### src/rtl/mem_dump_reader_if.sv
// Command, memory-port and stream signals of mem_dump_reader.
// checksum exists only when DUMP_CHECKSUM_EN is defined.
interface mem_dump_reader_if #(
   parameter int ADDR_W = 12,
   parameter int DATA_W = 32
);
   logic              start;
   logic [ADDR_W-1:0] base_addr;
   logic [ADDR_W:0]   word_count;
   logic              busy;
   logic              done;
   logic              mem_rd_en;
   logic [ADDR_W-1:0] mem_addr;
   logic [DATA_W-1:0] mem_rd_data;
   logic              out_valid;
   logic [ADDR_W-1:0] out_addr;
   logic [DATA_W-1:0] out_data;
   logic              out_ready;
`ifdef DUMP_CHECKSUM_EN
   logic [DATA_W-1:0] checksum;
`endif

   modport master (
      input  start, base_addr, word_count, mem_rd_data, out_ready,
      output busy, done, mem_rd_en, mem_addr, out_valid, out_addr, out_data
`ifdef DUMP_CHECKSUM_EN
      , output checksum
`endif
   );

   modport slave (
      output start, base_addr, word_count, mem_rd_data, out_ready,
      input  busy, done, mem_rd_en, mem_addr, out_valid, out_addr, out_data
`ifdef DUMP_CHECKSUM_EN
      , input checksum
`endif
   );
endinterface

### src/rtl/mem_dump_reader.sv
// Streams a word range of a synchronous-read memory as {addr,data} through a
// 2-entry credit-controlled FIFO. Optional running checksum: DUMP_CHECKSUM_EN.
module mem_dump_reader #(
   parameter int ADDR_W = 12,
   parameter int DATA_W = 32
) (
   input logic             clk,
   input logic             reset,
   mem_dump_reader_if.master bus
);
   typedef enum logic [1:0] {IDLE, RUN, DRAIN, DONE} state_t;

   state_t            state, state_nxt;
   logic [ADDR_W:0]   count_r;
   logic [ADDR_W:0]   issued;
   logic [ADDR_W-1:0] rd_addr;
   logic              vld_p1;
   logic [ADDR_W-1:0] addr_p1;
   logic [ADDR_W-1:0] fifo_addr [2];
   logic [DATA_W-1:0] fifo_data [2];
   logic [1:0]        fifo_count;
   logic              wr_ptr, rd_ptr;
   logic              rd_en, pop, push, accept;
   logic [2:0]        occupancy;

   assign pop       = bus.out_valid && bus.out_ready;
   assign push      = vld_p1;
   // Slots already claimed once this cycle's pop is accounted for.
   assign occupancy = {1'b0, fifo_count} + {2'b00, vld_p1} - {2'b00, pop};

   always_comb begin
      state_nxt = state;
      rd_en     = 1'b0;
      accept    = 1'b0;
      case (state)
         IDLE: if (bus.start) begin
            accept    = 1'b1;
            state_nxt = (bus.word_count == '0) ? DONE : RUN;
         end
         RUN: begin
            if (issued == count_r) state_nxt = DRAIN;
            else                   rd_en     = (occupancy < 3'd2);
         end
         DRAIN: if (fifo_count == 2'd0 && !vld_p1) state_nxt = DONE;
         DONE:  state_nxt = IDLE;
         default: state_nxt = IDLE;
      endcase
   end

   always_ff @(posedge clk or negedge reset) begin
      if (!reset) begin
         state      <= IDLE;
         count_r    <= '0;
         issued     <= '0;
         rd_addr    <= '0;
         vld_p1     <= 1'b0;
         addr_p1    <= '0;
         fifo_count <= 2'd0;
         wr_ptr     <= 1'b0;
         rd_ptr     <= 1'b0;
         for (int i = 0; i < 2; i++) begin
            fifo_addr[i] <= '0;
            fifo_data[i] <= '0;
         end
      end else begin
         state <= state_nxt;
         if (accept) begin
            count_r <= bus.word_count;
            issued  <= '0;
            rd_addr <= bus.base_addr;
         end else if (rd_en) begin
            issued  <= issued + 1'b1;
            rd_addr <= rd_addr + 1'b1;
         end
         // p0 -> p1: read issued, data returns next cycle
         vld_p1 <= rd_en;
         if (rd_en) addr_p1 <= rd_addr;
         // p1 -> FIFO: capture returned word with its address
         if (push) begin
            fifo_addr[wr_ptr] <= addr_p1;
            fifo_data[wr_ptr] <= bus.mem_rd_data;
            wr_ptr            <= ~wr_ptr;
         end
         if (pop) rd_ptr <= ~rd_ptr;
         case ({push, pop})
            2'b10:   fifo_count <= fifo_count + 2'd1;
            2'b01:   fifo_count <= fifo_count - 2'd1;
            default: fifo_count <= fifo_count;
         endcase
      end
   end

   assign bus.busy      = (state != IDLE);
   assign bus.done      = (state == DONE);
   assign bus.mem_rd_en = rd_en;
   assign bus.mem_addr  = rd_addr;
   assign bus.out_valid = (fifo_count != 2'd0);
   assign bus.out_addr  = fifo_addr[rd_ptr];
   assign bus.out_data  = fifo_data[rd_ptr];

`ifdef DUMP_CHECKSUM_EN
   logic [DATA_W-1:0] sum_r;

   always_ff @(posedge clk or negedge reset) begin
      if (!reset)      sum_r <= '0;
      else if (accept) sum_r <= '0;
      else if (pop)    sum_r <= sum_r + bus.out_data;
   end

   assign bus.checksum = sum_r;
`endif
endmodule

### src/flat_wrapper.sv
// flat-port wrapper written by rule: the top's interface ports become plain ports
module mem_dump_reader_flat 
#(
   parameter int ADDR_W = 12,
   parameter int DATA_W = 32
)
  (clk, reset, bus_start, bus_base_addr, bus_word_count, bus_mem_rd_data, bus_out_ready, bus_busy, bus_done, bus_mem_rd_en, bus_mem_addr, bus_out_valid, bus_out_addr, bus_out_data);
  mem_dump_reader_if #(.ADDR_W(ADDR_W), .DATA_W(DATA_W)) bus_i ();
  input logic clk;
  input logic reset;
  input wire logic [$bits(bus_i.start)-1:0] bus_start;
  input wire logic [$bits(bus_i.base_addr)-1:0] bus_base_addr;
  input wire logic [$bits(bus_i.word_count)-1:0] bus_word_count;
  input wire logic [$bits(bus_i.mem_rd_data)-1:0] bus_mem_rd_data;
  input wire logic [$bits(bus_i.out_ready)-1:0] bus_out_ready;
  output wire logic [$bits(bus_i.busy)-1:0] bus_busy;
  output wire logic [$bits(bus_i.done)-1:0] bus_done;
  output wire logic [$bits(bus_i.mem_rd_en)-1:0] bus_mem_rd_en;
  output wire logic [$bits(bus_i.mem_addr)-1:0] bus_mem_addr;
  output wire logic [$bits(bus_i.out_valid)-1:0] bus_out_valid;
  output wire logic [$bits(bus_i.out_addr)-1:0] bus_out_addr;
  output wire logic [$bits(bus_i.out_data)-1:0] bus_out_data;
  assign bus_i.start = bus_start;
  assign bus_i.base_addr = bus_base_addr;
  assign bus_i.word_count = bus_word_count;
  assign bus_i.mem_rd_data = bus_mem_rd_data;
  assign bus_i.out_ready = bus_out_ready;
  assign bus_busy = bus_i.busy;
  assign bus_done = bus_i.done;
  assign bus_mem_rd_en = bus_i.mem_rd_en;
  assign bus_mem_addr = bus_i.mem_addr;
  assign bus_out_valid = bus_i.out_valid;
  assign bus_out_addr = bus_i.out_addr;
  assign bus_out_data = bus_i.out_data;
  mem_dump_reader #(.ADDR_W(ADDR_W), .DATA_W(DATA_W)) u_core (.clk(clk), .reset(reset), .bus(bus_i));
endmodule
### config.mk
export PLATFORM = sky130hd
export DESIGN_NAME = mem_dump_reader_flat
export DESIGN_NICKNAME = d
export VERILOG_FILES = /design/src/rtl/mem_dump_reader_if.sv /design/src/rtl/mem_dump_reader.sv /design/src/flat_wrapper.sv
export SDC_FILE = /design/constraint.sdc
export NUM_CORES = 1
export LEC_CHECK = 0
export BUFFER_PORTS_ARGS = -buffer_cell sky130_fd_sc_hd__buf_2
export CORE_MARGIN = 5
export CORE_UTILIZATION = 30
export CTS_CLUSTER_DIAMETER = 150
export DETAILED_ROUTE_END_ITERATION = 12
export PLACE_DENSITY = 0.55
export SLEW_MARGIN = 20
export SYNTH_ARGS = -nofsm -noshare
export SYNTH_HDL_FRONTEND = slang
export SYNTH_SLANG_ARGS = --single-unit
### constraint.sdc
create_clock -name clk -period 2.97 [get_ports clk]
set_clock_uncertainty 0.2 [all_clocks]
set_input_delay 0.1485 -clock clk [delete_from_list [all_inputs] [get_ports clk]]
set_output_delay 0.1485 -clock clk [all_outputs]
set_load 0.02 [all_outputs]
Word level (Yosys, flattened, before mapping)
Index checks and enable logic that the tools add are counted.
{"block": "totals", "register_bits": 145, "latchBits": 0, "ram_bits": 0, "mem_bits_ro": 0, "input_bits": 61, "output_inout_bits": 60, "word_cells": 74, "n_memories": 0}
{"block": "classes", "add_sub_neg": 6, "multipliers": 0, "div": 0, "magnitude_cmp": 4, "n_eq_ne": 9, "shift": 0, "n_mux": 26, "bitwise_logic": 4, "reduce_logical": 12}
{"cell": "32-bit two-way mux", "n": 4}
{"cell": "12-bit two-way mux", "n": 6}
{"cell": "64-bit bitwise mux", "n": 1}
{"cell": "32-bit demux with 1-bit select", "n": 1}
{"cell": "13-bit two-way mux", "n": 2}
{"cell": "24-bit bitwise mux", "n": 1}
{"cell": "13-bit by 1-bit adder with 13-bit output, second input constant", "n": 1}
{"cell": "13-bit == test", "n": 1}
{"cell": "13-bit zero test", "n": 1}
{"cell": "12-bit by 1-bit adder with 12-bit output, second input constant", "n": 1}
{"cell": "12-bit demux with 1-bit select", "n": 1}
{"cell": "2-bit two-way mux", "n": 4}
{"cell": "2-bit one-hot mux with 4 select lines", "n": 1}
{"cell": "2-bit nonzero test", "n": 4}
{"cell": "2-bit == test, second input constant", "n": 3}
{"cell": "2-bit by 1-bit == test with 1-bit output, second input constant", "n": 2}
{"cell": "2-bit >= comparator, second input constant", "n": 2}
{"cell": "2-bit zero test", "n": 2}
{"cell": "1-bit two-way mux", "n": 4}
{"cell": "2-bit by 1-bit inequality test with 1-bit output, second input constant", "n": 2}
{"cell": "1-bit inverter with 2-bit output", "n": 2}
{"cell": "2-bit one-hot mux with 2 select lines", "n": 1}
{"cell": "2-bit by 1-bit adder with 3-bit output", "n": 1}
{"cell": "1-bit logical AND", "n": 3}
{"cell": "other kinds (9)", "n": 10}

Depth between registers and ports, before layout
{"block": "logic_depth", "word_depth": 8, "depth_mapped": 12, "ltp_nobuf": 10}

Worst setup path after synthesis
No wires, ideal clock.
{"block": "synth_path", "path_kind": "reg2reg", "startpoint": "register u_core.fifo_count[0]", "endpoint": "register u_core.issued[3]", "setup_ps": 66, "arrival_time_ps": 2580, "required_time_ps": 2704, "setup_slack_ps": 124, "stages_incl_launch_ff": 12, "path_buffers": 2, "synth_period_minus_slack_ps": 2846, "path_cell_list": "dfrtp_1 nand2b_1 nor2_1 o21ai_0 fa_1 xnor2_1 and3_1 clkbuf_1 o21ai_4 buf_6 or4_1 nand2_1"}
{"block": "synth_between", "elab_chain_cells": 7, "elab_cells_between_ends": 8, "cone_classes": "2 x add/sub; 1 x order compare; 2 x mux; 3 x reduce/logical"}
{"item": "start, declared", "line": "mem_dump_reader.sv:21", "rtl": "logic [1:0] fifo_count;"}
{"item": "start signal, assigned", "line": "mem_dump_reader.sv:86", "rtl": "2'b10: fifo_count <= fifo_count + 2'd1;"}
{"item": "start signal, assigned", "line": "mem_dump_reader.sv:87", "rtl": "2'b01: fifo_count <= fifo_count - 2'd1;"}
{"item": "start signal, assigned", "line": "mem_dump_reader.sv:88", "rtl": "default: fifo_count <= fifo_count;"}
{"item": "branches (longest 2 deep; another with 2-bit by 1-bit adder with 3-bit output)"}
{"item": "3-bit by 1-bit subtractor with 3-bit output *", "line": "mem_dump_reader.sv:29", "rtl": "assign occupancy = {1'b0, fifo_count} + {2'b00, vld_p1} - {2'b00, pop};"}
{"item": "3-bit by 2-bit less-than comparator with 1-bit output *", "line": "mem_dump_reader.sv:42", "rtl": "else rd_en = (occupancy < 3'd2);"}
{"item": "1-bit two-way mux *", "line": "mem_dump_reader.sv:41", "rtl": "if (issued == count_r) state_nxt = DRAIN;"}
{"item": "1-bit two-way mux *", "line": "mem_dump_reader.sv:35", "rtl": "case (state)"}
{"item": "2-bit nonzero test (no source line) *"}
{"item": "end signal, assigned", "line": "mem_dump_reader.sv:72", "rtl": "issued <= issued + 1'b1;"}
{"item": "end, declared", "line": "mem_dump_reader.sv:15", "rtl": "logic [ADDR_W:0] issued;"}
Mark *: on every way between the ends.
A chain may end at the register's enable or synchronous reset.

Worst setup path in the final report
{"block": "layout_path", "startpoint": "register u_core.fifo_count[0]", "endpoint": "register u_core.rd_addr[11] (netlist: u_core.bus.mem_addr[11])"}
{"block": "layout_between", "elab_chain_cells": 7, "elab_cells_between_ends": 8, "cone_classes": "2 x add/sub; 1 x order compare; 2 x mux; 3 x reduce/logical"}
{"item": "branches (longest 2 deep; another with 2-bit by 1-bit adder with 3-bit output)"}
{"item": "3-bit by 1-bit subtractor with 3-bit output *", "line": "mem_dump_reader.sv:29"}
{"item": "3-bit by 2-bit less-than comparator with 1-bit output *", "line": "mem_dump_reader.sv:42"}
{"item": "1-bit two-way mux *", "line": "mem_dump_reader.sv:41"}
{"item": "1-bit two-way mux *", "line": "mem_dump_reader.sv:35"}
{"item": "2-bit nonzero test (no source line) *"}
{"item": "end signal, assigned", "line": "mem_dump_reader.sv:70", "rtl": "rd_addr <= bus.base_addr;"}
{"item": "end signal, assigned", "line": "mem_dump_reader.sv:73", "rtl": "rd_addr <= rd_addr + 1'b1;"}
{"item": "end, declared", "line": "mem_dump_reader.sv:16", "rtl": "logic [ADDR_W-1:0] rd_addr;"}
Marks and branches as above.

==> qor.yml <==
finish:
  nets: 795
  layout-drive-gt1-share_pct: 44.8
  areaGrowthSynthToFinish_pct: 33.9
  seq_area_mm2: 0.00363
  n_fill_cell: 2050
  multiInputGateArea_mm2: 0.00296
  insertedDiodeCount: 0
yosys:
  synth_ff_type: "sky130_fd_sc_hd__dfrtp_1"
  syn-num-nets: 603
  cell_taking_the_most_area_after_synthesis: "sky130_fd_sc_hd__dfrtp_1"
  netlist_instances: 534
  synth_edf_count: 0
  synth_top_area_share_pct: 54.1
  synth-compound-area-share_pct: 4.95
  netlist_area_before_placement_mm2: 0.00670
  synth-xor-area-share_pct: 3.40
  postSynth.asyncResetShare_pct: 100
  synth_seq_area_share_pct: 54.1
  synth_common_cells: "sky130_fd_sc_hd__dfrtp_1, sky130_fd_sc_hd__mux2_2, sky130_fd_sc_hd__nand2_1"
  synth_cell_types: 43
  synth.avg_cell_area_um2: 12.6
  synth_top_family_by_area: "multiplexers"
  yosysMostFrequentCell: "sky130_fd_sc_hd__dfrtp_1"
  synth.area.mux_share_pct: 24.5
  synth_top_cells_by_area: "sky130_fd_sc_hd__dfrtp_1, sky130_fd_sc_hd__mux2_2, sky130_fd_sc_hd__nand2_1"
  post_synth_fa_ha_maj_area_fraction_pct: 1.61
  synthSimpleGateAreaFrac_pct: 9.20
  synth-seq-cells: 145
  synth-warning-count: 0
power:
  leakage_power_uw: 0.00401
  netSwitchingFraction_pct: 37.1
  total_power_uw: 10400
  power_switching_uw: 3860
  share_seq_of_total_power_pct: 34.3
  comb_power_share_pct: 43.9
  power.share.clock_pct: 21.8
  ir_worst_vdd_v: 0.000480
  p_int_uw: 6520
  cellPowerDensity_mw_per_mm2: 1160
global_route:
  grt_max_degree: 53
  grt_pass1_vias: 5250
  first_pass_grt_wire_length_mm: 27.6
  global_route_congestion_overflow_total: 0
  number_of_antenna_violations_at_the_first_check_in_global_routing: 0
  globalRouteTotalUtil_pct: 13.4
timing:
  fin_crit_ns: 2.84
  final.setup.worst_slack_ns: 0.135
  peak_clock_frequency_supported_by_timing_mhz: 353
  setup_violators_final: 0
  slew_headroom_pct: 53.6
  rsz_0062_raised_after_global_routing: "false"
  final_min_period_over_clock_period_pct: 95.5
  max_slew.worst_pin.slew_ns: 0.694
  final-hold-violation-count: 0
  slew_violations: 0
  tns_ns: 0
setup_path:
  worst-endpoint-required_ns: 3.10
  cp_slowest_cell: "sky130_fd_sc_hd__dfrtp_1"
  worst_path_dominant_cell_family: "simple AND/OR/NAND/NOR gates"
  class_of_the_most_critical_setup_path: "reg -> reg"
  cp.buffers_inverters: 2
  regToRegSetupSlack_ns: 0.13
  critical_path.reg2reg.endpoint: "u_core.bus.mem_addr[11]"
  reg2regPathDepth: 12
  crit_path_max_incr_delay_ns: 0.40
  start_kind: "flip-flop"
  r2r_start: "u_core.fifo_count[0]"
  cells_along_the_critical_path: "nand2b_1 > nor2_2 > o21ai_1 > fa_2 > xnor2_2 > buf_4 > buf_4 > nand3_1 > nor4_1 > o21ai_0 > xor2_1 > o21ai_0"
  cp.arrival_ns: 2.97
  peak_fanout_along_the_critical_path: 4
  endpoint_kind: "flip-flop"
floorplan:
  floorplan.die.height_um: 159
  rows: 54
  die-width_um: 159
  floorplan.initialDensity_pct: 30.6
  core_area_mm2: 0.0219
  die_area_mm2: 0.0254
  boundaryPins: 121
placement:
  final_gp_congestion: 0.801
  dpl.hpwl_mm: 11.6
  io_buffers: 120
  post-place-ws_ns: 0.116
cts:
  numClockSinks: 145
  cts.path.max_buffers: 2
  clock_latency_ns: 0.41
  htree_depth: 4
  cts_tree: "built"
  cts-root-buf: "sky130_fd_sc_hd__clkbuf_16"
  cts-buffers-inserted: 17
  clk_pin_slew_ns: 0.06
route:
  drcViolationCount: 0
  drtPass1Iterations: 4
  wl_met3_um: 718
  routed_wirelength_mm: 16.7
  wire_per_inst_um: 16.4
  met2_wirelength_mm: 8.43
  detailedRoute.firstIterationViolations: 198
  routed-via-count: 4833
  route.layer.met1.wl_mm: 7.39
  top_layer: "met4"
  ant_nets: 0
  routed_via_density: 4.74
status:
  outcome: "finished clean"
run:
  max_cap_violations: 0
hold_path:
  hold_class: "in -> async"
==> metal layers <==
layer  track usage, %  vias up
met5                0        -
met4             3.92        0
met3             3.57        9
met2             22.6      136
met1             16.9     2407
li1                 -     2281
==> worst reg2reg max path, cell delays in order, from the launching register on <==
cell and delay [ns]:
sky130_fd_sc_hd__dfrtp_1 0.40, sky130_fd_sc_hd__nand2b_1 0.18, sky130_fd_sc_hd__nor2_2 0.14, sky130_fd_sc_hd__o21ai_1 0.10, sky130_fd_sc_hd__fa_2 0.36, sky130_fd_sc_hd__xnor2_2 0.15
sky130_fd_sc_hd__buf_4 0.13, sky130_fd_sc_hd__buf_4 0.09, sky130_fd_sc_hd__nand3_1 0.17, sky130_fd_sc_hd__nor4_1 0.37, sky130_fd_sc_hd__o21ai_0 0.18, sky130_fd_sc_hd__xor2_1 0.16
sky130_fd_sc_hd__o21ai_0 0.13
==> state kept, by name, indices dropped and copies added, names as in the netlist <==
name                 cells
u_core.rd_ptr            1
u_core.wr_ptr            1
u_core.fifo_data        64
u_core.fifo_count        2
u_core.state             2
u_core.fifo_addr        24
u_core.push              1
u_core.count_r          13
u_core.bus.mem_addr     12
u_core.issued           13
u_core.addr_p1          12
==> logic make-up after synthesis <==
kind of cell    after synthesis
mux                         146
simple gates                127
flops                       145
compound gates               48
xor+xnor                     26
buf+inv                      34
fa+ha+maj                     8
==> per-stage QoR <==
| step | hold slack, ns | instances | instance area, µm² | utilization (%) |
|---|---|---|---|---|
| after floorplan | -0.347 | 534 | 6700 | - |
| after global placement | -0.0700 | 922 | 7690 | 35.1 |
| after detailed placement | -0.0656 | 922 | 7690 | 35.1 |
| after CTS | 0.0546 | 1018 | 8960 | 40.9 |
| after global routing | 0.0857 | 1019 | 8980 | 41.0 |
| final | 0.0491 | 1019 | 8980 | 41.0 |
==> cell type report <==
cell class,instances,area share (%)
Sequential cell,145,40.4
Multi-Input combinational cell,356,33.0
Timing Repair Buffer,200,15.4
Clock buffer,19,4.93
Tap cell,280,3.90
Clock inverter,13,2.06
Inverter,6,0.251
==> cell usage in the layout, fill, tap and decap left out, types with 6 or more instances in the layout <==
cell type and instances:
sky130_fd_sc_hd__a21oi_1 8, sky130_fd_sc_hd__nand2_1 63, sky130_fd_sc_hd__dfrtp_1 144, sky130_fd_sc_hd__inv_1 6
sky130_fd_sc_hd__ha_1 7, sky130_fd_sc_hd__xnor2_1 7, sky130_fd_sc_hd__buf_2 118, sky130_fd_sc_hd__buf_4 19
sky130_fd_sc_hd__or4_1 11, sky130_fd_sc_hd__clkbuf_16 17, sky130_fd_sc_hd__o31ai_1 7, sky130_fd_sc_hd__nor2_1 15
sky130_fd_sc_hd__o21ai_0 9, sky130_fd_sc_hd__xor2_1 18, sky130_fd_sc_hd__mux2_2 144, sky130_fd_sc_hd__o211ai_1 8
sky130_fd_sc_hd__nand3_1 9, sky130_fd_sc_hd__dlygate4sd3_1 60
==> power by group through the flow <==
stage | logic, µW | clock network, µW | registers [µW]
after floorplan | 3220 | 0 | 3420
after global placement | 4350 | 0 | 3520
after detailed placement | 4450 | 0 | 3610
after CTS | 4620 | 2350 | 3570
after global routing | 4960 | 2420 | 3690
final | 4560 | 2260 | 3560
==> worst max-delay path by stage <==
stage                               startpoint                      end  slack (ns)  depth (start not counted)
after floorplan           u_core.fifo_count[0]         u_core.issued[3]        0.12                         11
after global placement    u_core.fifo_count[0]        u_core.addr_p1[7]        0.20                          9
after detailed placement  u_core.fifo_count[0]  u_core.bus.mem_addr[10]        0.12                          9
after CTS                 u_core.fifo_count[0]            bus_mem_rd_en       0.002                         10
after global routing      u_core.fifo_count[0]        u_core.issued[12]        0.02                         10
final                     u_core.fifo_count[0]  u_core.bus.mem_addr[11]        0.13                         12
==> timing repair <==
action,CTS,global route
gates cloned,1,0
hold buffers,60,0
endpoints found under the hold margin,239,0
pin swaps,3,3
buffers inserted,3,2
resized for setup,5,2
endpoints found under the setup margin,1,2
Note: power is estimated with default switching activity, not from simulation.
